File: config.mk
export PLATFORM = sky130hd
export DESIGN_NAME = vga_buf_scan
export DESIGN_NICKNAME = d
export VERILOG_FILES = /design/src/rtl/vga_buf_scan.sv
export SDC_FILE = /design/constraint.sdc
export NUM_CORES = 1
export LEC_CHECK = 0
export ABC_CLOCK_PERIOD_IN_PS = 5800
export CAP_MARGIN = 25
export CORE_MARGIN = 5
export CORE_UTILIZATION = 33
export DETAILED_ROUTE_END_ITERATION = 10
export GPL_ROUTABILITY_DRIVEN = 0
export PLACE_DENSITY_LB_ADDON = 0.08
export SYNTH_ARGS = -nofsm -noshare
export SYNTH_HDL_FRONTEND = slang
export SYNTH_SLANG_ARGS = --single-unit
File: constraint.sdc
create_clock -name clk -period 5.8 [get_ports clk]
set_clock_uncertainty 0.1 [all_clocks]
set_input_delay 1.16 -clock clk [delete_from_list [all_inputs] [get_ports clk]]
set_output_delay 1.16 -clock clk [all_outputs]
set_load 0.005 [all_outputs]
File: src/rtl/vga_buf_scan.sv
// VGA 640x480 timing generator that scans the 320x240 frame buffer with a pipelined read.
// Owns the ping-pong bank select so the display never shows a half-written frame.
module vga_buf_scan #(
  parameter int H_ACTIVE = 640,
  parameter int H_FP     = 16,
  parameter int H_SYNC   = 96,
  parameter int H_BP     = 48,
  parameter int V_ACTIVE = 480,
  parameter int V_FP     = 10,
  parameter int V_SYNC   = 2,
  parameter int V_BP     = 33,
  parameter int READ_LAT = 2
) (
  input  logic        clk,
  input  logic        reset,
  output logic [16:0] vga_out_addr,
  input  logic [11:0] pixel_in,
  input  logic        frame_ready,
  output logic        buf_sel,
  output logic        swap_done,
  output logic        hsync,
  output logic        vsync,
  output logic        blank,
  output logic [11:0] rgb
);
  localparam int H_TOTAL = H_ACTIVE + H_FP + H_SYNC + H_BP;
  localparam int V_TOTAL = V_ACTIVE + V_FP + V_SYNC + V_BP;
  localparam int HW      = $clog2(H_TOTAL);
  localparam int VW      = $clog2(V_TOTAL);

  localparam logic [HW-1:0] H_LAST = HW'(H_TOTAL - 1);
  localparam logic [HW-1:0] H_ACT  = HW'(H_ACTIVE);
  localparam logic [HW-1:0] HS_BEG = HW'(H_ACTIVE + H_FP);
  localparam logic [HW-1:0] HS_END = HW'(H_ACTIVE + H_FP + H_SYNC);
  localparam logic [VW-1:0] V_LAST = VW'(V_TOTAL - 1);
  localparam logic [VW-1:0] V_ACT  = VW'(V_ACTIVE);
  localparam logic [VW-1:0] VS_BEG = VW'(V_ACTIVE + V_FP);
  localparam logic [VW-1:0] VS_END = VW'(V_ACTIVE + V_FP + V_SYNC);

  typedef struct packed {
    logic hs;
    logic vs;
    logic bl;
  } tmg_t;

  localparam tmg_t TMG_IDLE = '{hs: 1'b1, vs: 1'b1, bl: 1'b1};

  logic [HW-1:0]         hcount;
  logic [VW-1:0]         vcount;
  logic                  active;
  logic                  swap_point;
  logic                  swap_pending;
  logic [16:0]           row;
  logic [16:0]           addr_next;
  tmg_t                  tmg_now;
  tmg_t [READ_LAT:0]     tmg_pipe;

  always_comb begin
    active     = (hcount < H_ACT) && (vcount < V_ACT);
    tmg_now.hs = ~((hcount >= HS_BEG) && (hcount < HS_END));
    tmg_now.vs = ~((vcount >= VS_BEG) && (vcount < VS_END));
    tmg_now.bl = ~active;
    // Buffer row stride is 320 words: row*256 + row*64.
    row        = 17'(vcount >> 1);
    addr_next  = (row << 8) + (row << 6) + 17'(hcount >> 1);
    swap_point = (hcount == '0) && (vcount == V_ACT);
  end

  always_ff @(posedge clk or posedge reset) begin
    if (reset) begin
      hcount <= '0;
      vcount <= '0;
    end else if (hcount == H_LAST) begin
      hcount <= '0;
      vcount <= (vcount == V_LAST) ? '0 : vcount + 1'b1;
    end else begin
      hcount <= hcount + 1'b1;
    end
  end

  always_ff @(posedge clk or posedge reset) begin
    if (reset) vga_out_addr <= '0;
    else       vga_out_addr <= active ? addr_next : '0;
  end

  // Stage READ_LAT-1 lines up with pixel_in; stage READ_LAT lines up with rgb.
  always_ff @(posedge clk or posedge reset) begin
    if (reset) begin
      for (int i = 0; i <= READ_LAT; i++) tmg_pipe[i] <= TMG_IDLE;
    end else begin
      tmg_pipe <= {tmg_pipe[READ_LAT-1:0], tmg_now};
    end
  end

  always_ff @(posedge clk or posedge reset) begin
    if (reset) rgb <= '0;
    else       rgb <= tmg_pipe[READ_LAT-1].bl ? 12'h000 : pixel_in;
  end

  assign hsync = tmg_pipe[READ_LAT].hs;
  assign vsync = tmg_pipe[READ_LAT].vs;
  assign blank = tmg_pipe[READ_LAT].bl;

  // Swap only on the first blank line so the display bank is stable through active video.
  always_ff @(posedge clk or posedge reset) begin
    if (reset) begin
      buf_sel      <= 1'b0;
      swap_done    <= 1'b0;
      swap_pending <= 1'b0;
    end else begin
      swap_done <= 1'b0;
      if (swap_point && (swap_pending || frame_ready)) begin
        buf_sel      <= ~buf_sel;
        swap_done    <= 1'b1;
        swap_pending <= 1'b0;
      end else if (frame_ready) begin
        swap_pending <= 1'b1;
      end
    end
  end

endmodule

==> flow_summary.ini, run 1 <==
[synthesis]
synthesis.nets = 287
netlist_area_um2 = 2900
ys_seq_area_share_pct = 53.0
synth_flop_cell = dfrtp_1
synth_warnings = 0
synth_edf_count = 0
synth_cell_types = 47
avgSynthCellArea_um2 = 11.6
ys_seq_elements = 61
async_reset_ff_share_pct = 100
synthCells = 249

[layout]
stdcell_area_um2 = 3710
drive_gt1_share_pct = 14.2
instances_no_fill = 418
nNetsFinal = 343
final_cell_mix = dfrtp_1 (52), clkdlybuf4s50_1 (48), ha_1 (21)
fillCellCount = 831
fin_util_pct = 43.0
antenna_cells = 0
syn2layout_area_growth_pct = 28.1
layout_commonest_cell = dfrtp_1

[timing]
fin_hold_ws_ns = 0.256
slew_violations = 0
finalSetupTns_ns = 0
setup_violations = 0
period_needed_ns = 2.80
period_share_pct = 48.2
fmax_mhz = 357
report.final.hold_viol_count = 0
rsz0062_at_grt = no
setup_slack_ns = 3.00
tightest_slew_ns = 0.862
relSlewSlack_pct = 42.2

[power_and_ir_drop]
power.clock.fraction_pct = 47.3
combinationalPowerShare_pct = 3.5
peakVddDrop_v = 0.0000787
power.switching_mw = 0.187
power-per-cell-area_nw_per_um2 = 236
p_total_mw = 0.877
netSwitchingFraction_pct = 21.3
pwr-share-seq_pct = 49.2
power_leakage_nw = 1.74
p_int_mw = 0.690

[clock_network]
cts_setup_buffers = 0
cts_resized = 0
numCtsBuffers = 9
cts_buffer_depth = 2
clock_sinks = 61
clock-root-buffer = clkbuf_8
cts_tree = done
clock_latency_ns = 0.34
holdBufCountCts = 0
path_clk_slew_ns = 0.07
cts-htree-levels = 3

[worst_setup_path]
cp_data_arrival_time_ns = 2.95
worstSetupPathType = reg -> reg
cp.buffers_inverters = 2
cp_slowest_cell = dfrtp_1
worstSetupStartpointType = flop
cp_cell_sequence = inv_1 > fa_1 > inv_1 > fa_1 > a211oi_1 > nor3_1 > o31a_1 > nor3_1
required_ns = 5.95
cp_max_fo = 8
cp-end-kind = flop
critPathTopFamily = adder cells
slowest_delay_ns = 0.51

[place]
dp_hpwl_um = 4190
port_buffers = 48
dp_cells = 401
dpl_cell_area_um2 = 3490
pre_cts_slack_ns = 3.02

[routing]
drc_errors = 0
ant_nets = 0
wirelength_um = 5900
drt-initial-drc-count = 52
route.detailed.wl_per_inst_um = 14.1
avgViaCountPerCell = 4.67
firstDrtPassIters = 4
vias = 1953

[global_routing]
grt_max_degree = 62
grt_overflow = 0
grt_pass1_vias = 2041
grt_pass1_wl_um = 10300
antenna_found_initial = 0
track_usage_pct = 11.8

[floorplan]
dieArea_um2 = 10800
die-height_um = 104
num_io_pins = 49
chipWidth_um = 104
core_um2 = 8640
num_rows = 34
initial_core_util_pct = 33.6

[min_path]
holdCritPathClass = reg -> reg

[flow_run]
max_cap_viol_count = 0

[status]
outcome = completed
flip-flops by register name, summed over array words and instances (netlist names):
register      cells
hcount           10
tmg_pipe          6
vsync             1
rgb              12
swap_pending      1
buf_sel           1
vcount           10
vga_out_addr     17
hsync             1
blank             1
swap_done         1
routing by layer:
metal  up-vias  routed length (um)  track usage, %
li1        966                   -               -
met5         -                   0               0
met3         9                 321            4.66
met4         0                  99            4.44
met1       936                2910            15.8
met2        42                2570            17.0
cell usage after synthesis (2+ instances only):
cell type  instances  share of area (%)
a211oi_1           2               0.52
a21o_1             2               0.52
a21oi_1            4               0.69
and2_1             8                1.7
and3_1             3               0.65
and3_2             2               0.52
buf_6              2               0.78
clkbuf_1           2               0.26
dfrtp_1           52                 45
dfstp_2            9                8.2
fa_1               2                1.4
ha_1              21                9.1
inv_1             14                1.8
mux2i_1            3                1.0
nand2_1            8                1.0
nand2_4            2               0.78
nand2b_1           4               0.86
nand3_1           14                2.4
nand4_1            5                1.1
nor2_1            18                2.3
nor2b_1           13                2.8
nor3_1             8                1.4
nor3_2             2               0.69
nor4_1             3               0.65
nor4_2             3                1.3
o21ai_0            3               0.52
o21ai_1            4               0.69
or3_4              2               0.78
xnor2_1           11                3.3
xnor2_2            2                1.1
xor2_1             5                1.5
power by group through the flow:
stage          Combinational [mW]  Clock [mW]  Sequential [mW]
5_1_grt                    0.0347       0.450            0.431
3_3_place_gp               0.0322           0            0.439
4_1_cts                    0.0322       0.427            0.431
6_report                   0.0309       0.415            0.431
2_1_floorplan             0.00906           0            0.440
3_5_place_dp               0.0319           0            0.439
final cells by class:
type / count / area, um2 / share of cell area [%]
sequential: 61 / 1540 / 41.4
multi-input combinational: 168 / 1270 / 34.2
tap: 108 / 135 / 3.64
clock inverter: 6 / 87.6 / 2.36
timing repair buffer: 50 / 499 / 13.4
inverter: 15 / 56.3 / 1.52
clock buffer: 10 / 128 / 3.44
logic make-up after synthesis:
kind of cell | synth area share, %
multiplexers | 1.04
buffers and inverters | 3.15
AND/OR/NAND/NOR | 21.6
flip-flops | 53.0
AO/OA/AOI/OAI | 4.79
XOR/XNOR | 5.96
adder cells (fa/ha/maj) | 10.4
path summary, 6_finish.rpt:
| path | end | slack, ns | from | cells after the start |
|---|---|---|---|---|
| worst max-delay path | vga_out_addr[15] | 3.00 | vcount[3] | 8 |
| worst min-delay path | vsync | 0.26 | tmg_pipe[4] | 0 |
| worst max register to register | vga_out_addr[15] | 3.00 | vcount[3] | 8 |
| worst min register to register | vsync | 0.26 | tmg_pipe[4] | 0 |
| max in group asynchronous | vcount[6] | 3.82 | reset | 3 |
| min in group asynchronous | rgb[3] | 1.26 | reset | 3 |
Note: power is estimated with default switching activity, not from simulation.
==> run 2, diff against run 1 <==
--- a/config.mk
+++ b/config.mk
@@ -5,7 +5,7 @@
 export SDC_FILE = /design/constraint.sdc
 export NUM_CORES = 1
 export LEC_CHECK = 0
-export ABC_CLOCK_PERIOD_IN_PS = 5800
+export ABC_CLOCK_PERIOD_IN_PS = 2920
 export CAP_MARGIN = 25
 export CORE_MARGIN = 5
 export CORE_UTILIZATION = 33
==> constraint.sdc (replaced) <==
create_clock -name clk -period 2.92 [get_ports clk]
set_clock_uncertainty 0.1 [all_clocks]
set_input_delay 0.584 -clock clk [delete_from_list [all_inputs] [get_ports clk]]
set_output_delay 0.584 -clock clk [all_outputs]
set_load 0.005 [all_outputs]
==> flow_summary.ini, run 2 (synthesized netlist as in run 1, its figures left out) <==
[floorplan]
num_rows = 34
chipWidth_um = 104
initial_core_util_pct = 33.6
die-height_um = 104
num_io_pins = 49
core_um2 = 8640
dieArea_um2 = 10800

[routing]
firstDrtPassIters = 4
drt-initial-drc-count = 49
wirelength_um = 5820
avgViaCountPerCell = 4.63
route.detailed.wl_per_inst_um = 13.8
drc_errors = 0
ant_nets = 0
vias = 1954

[global_routing]
grt_max_degree = 39
track_usage_pct = 11.5
grt_pass1_vias = 1955
grt_overflow = 0
antenna_found_initial = 0
grt_pass1_wl_um = 10000

[power_and_ir_drop]
p_int_mw = 1.20
netSwitchingFraction_pct = 23.6
pwr-share-seq_pct = 54.3
power.switching_mw = 0.373
power.clock.fraction_pct = 41.6
power_leakage_nw = 1.75
peakVddDrop_v = 0.000182
combinationalPowerShare_pct = 4.0
power-per-cell-area_nw_per_um2 = 424

[layout]
largest_register = vga_out_addr
final_cell_mix = dfrtp_1 (52), clkdlybuf4s50_1 (48), ha_1 (21)
largest_reg_flops = 17
antenna_cells = 0
fillCellCount = 853
multi_input_area_um2 = 1270
layout_commonest_cell = dfrtp_1
drive_gt1_share_pct = 15.9
fin_util_pct = 43.0
nNetsFinal = 347
reg_top3 = vga_out_addr (17), rgb (12)
final-seq-area_um2 = 1540
syn2layout_area_growth_pct = 28.2

[clock_network]
cts_tree = done
clock_sinks = 61
cts-htree-levels = 3
path_clk_slew_ns = 0.08
holdBufCountCts = 0
cts_resized = 0
numCtsBuffers = 9
clock-root-buffer = clkbuf_8
cts_buffer_depth = 2
cts_setup_buffers = 0
clock_latency_ns = 0.34

[timing]
fmax_mhz = 375
relSlewSlack_pct = 65.7
report.final.hold_viol_count = 0
period_share_pct = 91.4
finalSetupTns_ns = 0
tightest_slew_ns = 0.514
rsz0062_at_grt = no
period_needed_ns = 2.67
setup_violations = 0
slew_violations = 0

[min_path]
holdCritPathClass = reg -> reg

[worst_setup_path]
required_ns = 3.07
cp_data_arrival_time_ns = 2.82
worstSetupPathType = reg -> reg
worstSetupStartpointType = flop
cp-end-kind = flop
cp_max_fo = 5

[status]
outcome = completed

[flow_run]
max_cap_viol_count = 0

[place]
port_buffers = 48
dp_hpwl_um = 4270
-- run 2: area by class of cell --
cell class / count / share of cell area, %
Clock buffer: 9 / 3.33
Clock inverter: 7 / 1.35
Inverter: 15 / 1.52
Multi-Input combinational cell: 168 / 34.3
Sequential cell: 61 / 41.4
Tap cell: 108 / 3.64
Timing Repair Buffer: 54 / 14.5
-- run 2: per-layer routing --
metal  GRT usage, %  up-vias  share of wire, %
met5              0        -                 0
met4           3.61        0               1.4
met3           4.60        8               5.6
met2           16.3       43                42
met1           16.2      926                51
li1               -      977                 -
-- run 2: path summary, 6_finish.rpt --
check	startpoint	to	slack (ns)	depth (start not counted)
min in group asynchronous	reset	rgb[3]	0.49	2
max in group asynchronous	reset	tmg_pipe[1]	1.57	3
hold reg to reg	tmg_pipe[2]	tmg_pipe[5]	0.25	0
setup reg to reg	hcount[9]	vga_out_addr[15]	0.25	8
setup / recovery	hcount[9]	vga_out_addr[15]	0.25	8
hold / removal	tmg_pipe[2]	tmg_pipe[5]	0.25	0
-- run 2: power groups by stage --
stage,Sequential (mW),Clock (mW),Combinational (mW)
floorplan,0.874,0,0.0180
detailed placement,0.872,0,0.0657
global placement,0.872,0,0.0661
finish,0.856,0.656,0.0637
CTS,0.856,0.684,0.0662
global route,0.857,0.730,0.0711
-- run 2: metrics by stage --
stage | worst slack [ns] | hold slack (ns) | power [mW] | area [um2] | instances
2_1_floorplan | 0.354 | 0.245 | 0.892 | 2900 | 249
3_3_place_gp | 0.191 | 0.246 | 0.938 | 3540 | 406
3_5_place_dp | 0.175 | 0.248 | 0.938 | 3540 | 406
4_1_cts | 0.160 | 0.253 | 1.61 | 3710 | 422
5_1_grt | 0.0800 | 0.261 | 1.66 | 3720 | 422
6_report | 0.251 | 0.250 | 1.58 | 3720 | 422
-- run 2: worst max-delay path, stage by stage (launching register included) --
cell,delay (ns)
dfrtp_1,0.41
inv_1,0.10
fa_1,0.53
inv_1,0.07
fa_1,0.49
a211oi_2,0.31
nor3_1,0.11
o31a_1,0.28
nor3_1,0.18
==> RTL edit 1: new RTL, settings of run 1 <==
Compare `vcount` against `V_LAST` with >= in place of ==.
--- a/src/rtl/vga_buf_scan.sv
+++ b/src/rtl/vga_buf_scan.sv
@@ -74,3 +74,3 @@
       hcount <= '0;
-      vcount <= (vcount == V_LAST) ? '0 : vcount + 1'b1;
+      vcount <= (vcount >= V_LAST) ? '0 : vcount + 1'b1;
     end else begin
Function: no difference found for any inputs over 10 cycles, from zero or initial values and one cycle with reset high; that may be too few to reach the edited logic, so the function may still have changed.
==> RTL edit 1 against run 1 <==
  * Clock power is 10% lower
  * Routed wire length is 5.7% higher
  * Count of clock-buffer cells in the layout is 2 higher
  * Worst hold slack worse by 0.69 ps
  * Area after synthesis is 0.22% lower
  * Sequential share of layout area is 0.21 points higher
  * Total power is 4.9% lower
  * Global-route usage is 0.55 points higher
  * Cell area is 0.51% lower
  * Critical path depth stayed put
  * Via count is 3.2% higher
  * Setup slack worse by 180 ps
  * Sequential cell count stayed put
  * Critical endpoint unchanged
  * Largest power group unchanged
  * Highest routed layer unchanged
==> RTL edit 1: results (changes against run 1) <==
Number of distinct library cells after synthesis -> 50 (+6.4%)
First-pass GRT wire length -> 10800 um (+4.9%)
Clock Path Buffers -> 2 (unchanged)
Min-Delay Startpoint -> tmg_pipe[1]$_DFF_PP1_
Wire per inst -> 15.0 um (+6.2%)
DR vias -> 2016 (+3.2%)
Post-Synthesis Cells -> 246 (-1.2%)
Synthesized Nets -> 284 (-1.0%)
Vias in the first global route -> 2016 (-1.2%)
GRT Resource Usage Total -> 0.123 (+0.00545)
Leak pwr -> 1.74 nW (-0.16%)
Synth area leaders -> dfrtp_1 (45%), ha_1 (9.1%), dfstp_2 (8.2%)
Post-Place Cells -> 400 (-0.25%)
Crit-path max FO -> 7 (-1)
Final std cells w/o fill -> 416 (-0.48%)
Maximum VDD drop -> 0.0000833 V (+5.8%)
Worst R2R Start -> vcount[1]$_DFFE_PP0N_
Tcrit/Tclk final -> 0.514 (+0.0315)
Worst Hold Margin -> 255 ps (-0.689 ps)
CP arrival -> 3100 ps (+150 ps)
Nets -> 341 (-0.58%)
Outcome -> complete, no violations
Sequential area share after synthesis -> 0.532 (+0.00115)
Post-DP HPWL -> 4370 um (+4.3%)
DR iter-0 viols -> 86 (+65%)
==> RTL edit 1: changes by cell type after synthesis, moves of 4 or more <==
cell and change:
a22o_1 +7, and3_1 +4, nand2_1 +4, nand3_1 -8
nor2_1 -4, nor2b_1 +4, nor3_1 -5, o21ai_1 +4
xnor2_1 -7
==> RTL edit 1: how the worst max path moves through the flow <==
| stage | depth (start not counted) | startpoint | to |
|---|---|---|---|
| global placement | 8 | vcount[1]$_DFFE_PP0N_ | vga_out_addr[15]$_DFF_PP0_ |
| CTS | 8 | vcount[1]$_DFFE_PP0N_ | vga_out_addr[15]$_DFF_PP0_ |
| floorplan | 1 | reset | buf_sel$_DFFE_PP0P_ |
| detailed placement | 8 | vcount[1]$_DFFE_PP0N_ | vga_out_addr[15]$_DFF_PP0_ |
| global route | 8 | vcount[1]$_DFFE_PP0N_ | vga_out_addr[15]$_DFF_PP0_ |
| finish | 8 | vcount[1]$_DFFE_PP0N_ | vga_out_addr[15]$_DFF_PP0_ |
==> RTL edit 1: worst reg2reg max path, cell delays in order (launching register included) <==
cell and delay, ps:
dfrtp_1 490, inv_1 130, fa_1 510, inv_1 70
fa_1 480, a211o_1 330, a211oi_1 320, o31ai_1 130
mux2_1 310
==> RTL edit 1: routing by layer <==
layer  track usage  vias up  wire (um)
li1              -      989          -
met1         0.173      975       3100
met2         0.171       47       2720
met3        0.0410        5        330
met4        0.0515        0         76
met5             0        -          0
==> RTL edit 1: logic make-up after synthesis <==
group	count (synthesis)	share of synthesized area
compound gates	46	0.115
mux	3	0.0125
buf+inv	15	0.0208
xor+xnor	9	0.0272
flops	61	0.532
simple gates	89	0.188
fa+ha+maj	23	0.105
==> RTL edit 1: layout make-up <==
type,count,area [um2]
Clock buffer,12,145
Clock inverter,4,48.8
Fill cell,848,4940
Inverter,12,45.0
Multi-Input combinational cell,170,1290
Sequential cell,61,1540
Tap cell,108,135
Timing Repair Buffer,49,488
==> RTL edit 1: per-stage QoR <==
| stage | total power, W | area [um2] |
|---|---|---|
| 6_report | 0.000834 | 3690 |
| 5_1_grt | 0.000876 | 3690 |
| 4_1_cts | 0.000854 | 3690 |
| 3_5_place_dp | 0.000472 | 3500 |
| 3_3_place_gp | 0.000471 | 3500 |
| 2_1_floorplan | 0.000449 | 2890 |
==> RTL edit 1: report_power, final <==
group | internal (W) | switching, W | leakage [nW]
sequential | 0.000430 | 0.00000132 | 0.760
combinational | 0.0000183 | 0.0000127 | 0.880
clock | 0.000210 | 0.000162 | 0.100
total | 0.000658 | 0.000176 | 1.74
==> RTL edit 2: new RTL, settings of run 1 <==
Without the edit above. `H_SYNC`: 96 -> 48.
--- a/src/rtl/vga_buf_scan.sv
+++ b/src/rtl/vga_buf_scan.sv
@@ -5,3 +5,3 @@
   parameter int H_FP     = 16,
-  parameter int H_SYNC   = 96,
+  parameter int H_SYNC   = 48,
   parameter int H_BP     = 48,
Function: no difference found for any inputs over 10 cycles, from zero or initial values and one cycle with reset high; that may be too few to reach the edited logic, so the function may still have changed.
==> RTL edit 2 against run 1 <==
  * Sequential power about the same
  * Sequential cell count unchanged
  * Non-clock buffer count down 1
  * Setup slack worse by 58 ps
  * Sequential share of layout area up 0.14 points
  * Area after synthesis down 0.22%
  * Via count up 0.10%
  * Total power up 1.0%
  * Cell area down 0.34%
  * Routed wire length up 2.0%
  * First-iteration DRC count up 13%
==> RTL edit 2: results (changes against run 1) <==
Num CTS Buffers -> 9 (unchanged)
Sw Ratio -> 0.196 (-0.0172)
First-pass GRT wire length -> 10400 um (+0.60%)
Number of distinct library cells after synthesis -> 48 (+2.1%)
Setup Buffers After CTS -> 0 (unchanged)
DR iter-0 viols -> 59 (+13%)
Clock Path Buffers -> 2 (unchanged)
Post-synth top cells -> dfrtp_1 (52), ha_1 (21), nor2_1 (18)
H-tree levels -> 3 (unchanged)
Outcome -> complete, no violations
Later-pin clock latency in the skew report -> 330 ps
Clk pin slew, worst setup/hold paths -> 70 ps (about the same)
# fillers -> 844 (+1.6%)
Leak pwr -> 1.73 nW (-0.62%)
Synth area leaders -> dfrtp_1 (45%), ha_1 (9.1%), dfstp_2 (8.2%)
DR vias -> 1955 (+0.10%)
Largest net degree at the start of global routing -> 62 (unchanged)
Post_cts resized -> 0 (unchanged)
Synthesized Nets -> 290 (+1.0%)
Slew @ Worst Pin -> 797 ps (-65.1 ps)
Initial antenna violation count -> 0 (unchanged)
Crit-path max FO -> 7 (-1)
CP arrival -> 3000 ps (+50 ps)
Maximum VDD drop -> 0.0000849 V (+7.8%)
Hold Crit Class -> reg2reg
Ant. Diodes -> 0 (unchanged)
Ys Warns -> 0 (unchanged)
GRT Resource Usage Total -> 0.119 (+0.00191)
Wire per inst -> 14.4 um (+2.2%)
Share of cells above drive strength 1 -> 0.120 (-0.0222)
Post-DP HPWL -> 4280 um (+2.2%)
Async SR Flop Fraction -> 1.00 (unchanged)
Largest regs -> vga_out_addr x17, rgb x12
DR pass1 iterations -> 4 (unchanged)
Sequential area share after synthesis -> 0.532 (+0.00115)
Clk root buf -> clkbuf_8
Nets -> 343 (unchanged)
Number of I/O port buffers -> 48 (unchanged)
## RTL edit 2: cell types whose count changed after synthesis, moves of 2 or more
cell,change
o21ai_0,+2
nor4_2,-3
a21oi_1,+2
nand4_1,+2
or3_4,-2
buf_2,+3
## RTL edit 2: path summary, 6_finish.rpt
path | from | end | slack, ps | cells after the start
worst max-delay path | hcount[9]$_DFF_PP0_ | vga_out_addr[15]$_DFF_PP0_ | 2950 | 8
worst min-delay path | tmg_pipe[1]$_DFF_PP1_ | tmg_pipe[4]$_DFF_PP1_ | 250 | 0
worst max register to register | hcount[9]$_DFF_PP0_ | vga_out_addr[15]$_DFF_PP0_ | 2950 | 8
worst min register to register | tmg_pipe[1]$_DFF_PP1_ | tmg_pipe[4]$_DFF_PP1_ | 250 | 0
max in group asynchronous | reset | rgb[3]$_DFF_PP0_ | 3820 | 3
min in group asynchronous | reset | vga_out_addr[14]$_DFF_PP0_ | 1270 | 3
## RTL edit 2: logic make-up after synthesis
kind of cell	after synthesis	share of synthesized area
adder cells (fa/ha/maj)	23	0.105
flip-flops	61	0.532
AND/OR/NAND/NOR	103	0.216
buffers and inverters	20	0.0303
XOR/XNOR	16	0.0510
AO/OA/AOI/OAI	26	0.0562
multiplexers	3	0.0104
## RTL edit 2: power groups by stage
stage               clock (W)  combinational (W)  sequential (W)
floorplan                   0         0.00000906        0.000440
global placement            0          0.0000319        0.000439
detailed placement          0          0.0000319        0.000439
CTS                  0.000441          0.0000320        0.000431
global route         0.000465          0.0000343        0.000432
finish               0.000424          0.0000307        0.000432
## RTL edit 2: metrics by stage
| step | setup slack [ps] | cells | hold slack [ps] | instance area, um2 | total power (W) |
|---|---|---|---|---|---|
| after floorplan | 3040 | 252 | 245 | 2890 | 0.000449 |
| after global placement | 3030 | 402 | 246 | 3480 | 0.000471 |
| after detailed placement | 2980 | 402 | 247 | 3480 | 0.000471 |
| after CTS | 2960 | 417 | 248 | 3700 | 0.000904 |
| after global routing | 2730 | 417 | 253 | 3700 | 0.000931 |
| final | 2950 | 417 | 245 | 3700 | 0.000886 |
## RTL edit 2: critical path, cell delays in order (launching register included)
cell and delay, ps:
dfrtp_1 490, inv_1 100, fa_1 540, inv_1 70
fa_1 470, a211oi_1 400, nor3_1 130, o31a_1 290
nor3_1 170
## RTL edit 2: area by class of cell
type | instances | share of cell area
inverter | 13 | 0.0132
multi-input combinational | 171 | 0.342
tap | 108 | 0.0365
timing repair buffer | 49 | 0.132
sequential | 61 | 0.415
clock inverter | 3 | 0.0186
clock buffer | 12 | 0.0419
## RTL edit 2: routing by layer
layer,GRT usage,share of wire,routed length (um)
met1,0.166,0.51,3050
met2,0.163,0.43,2570
met3,0.0454,0.046,278
met4,0.0544,0.019,114
met5,0,0,0
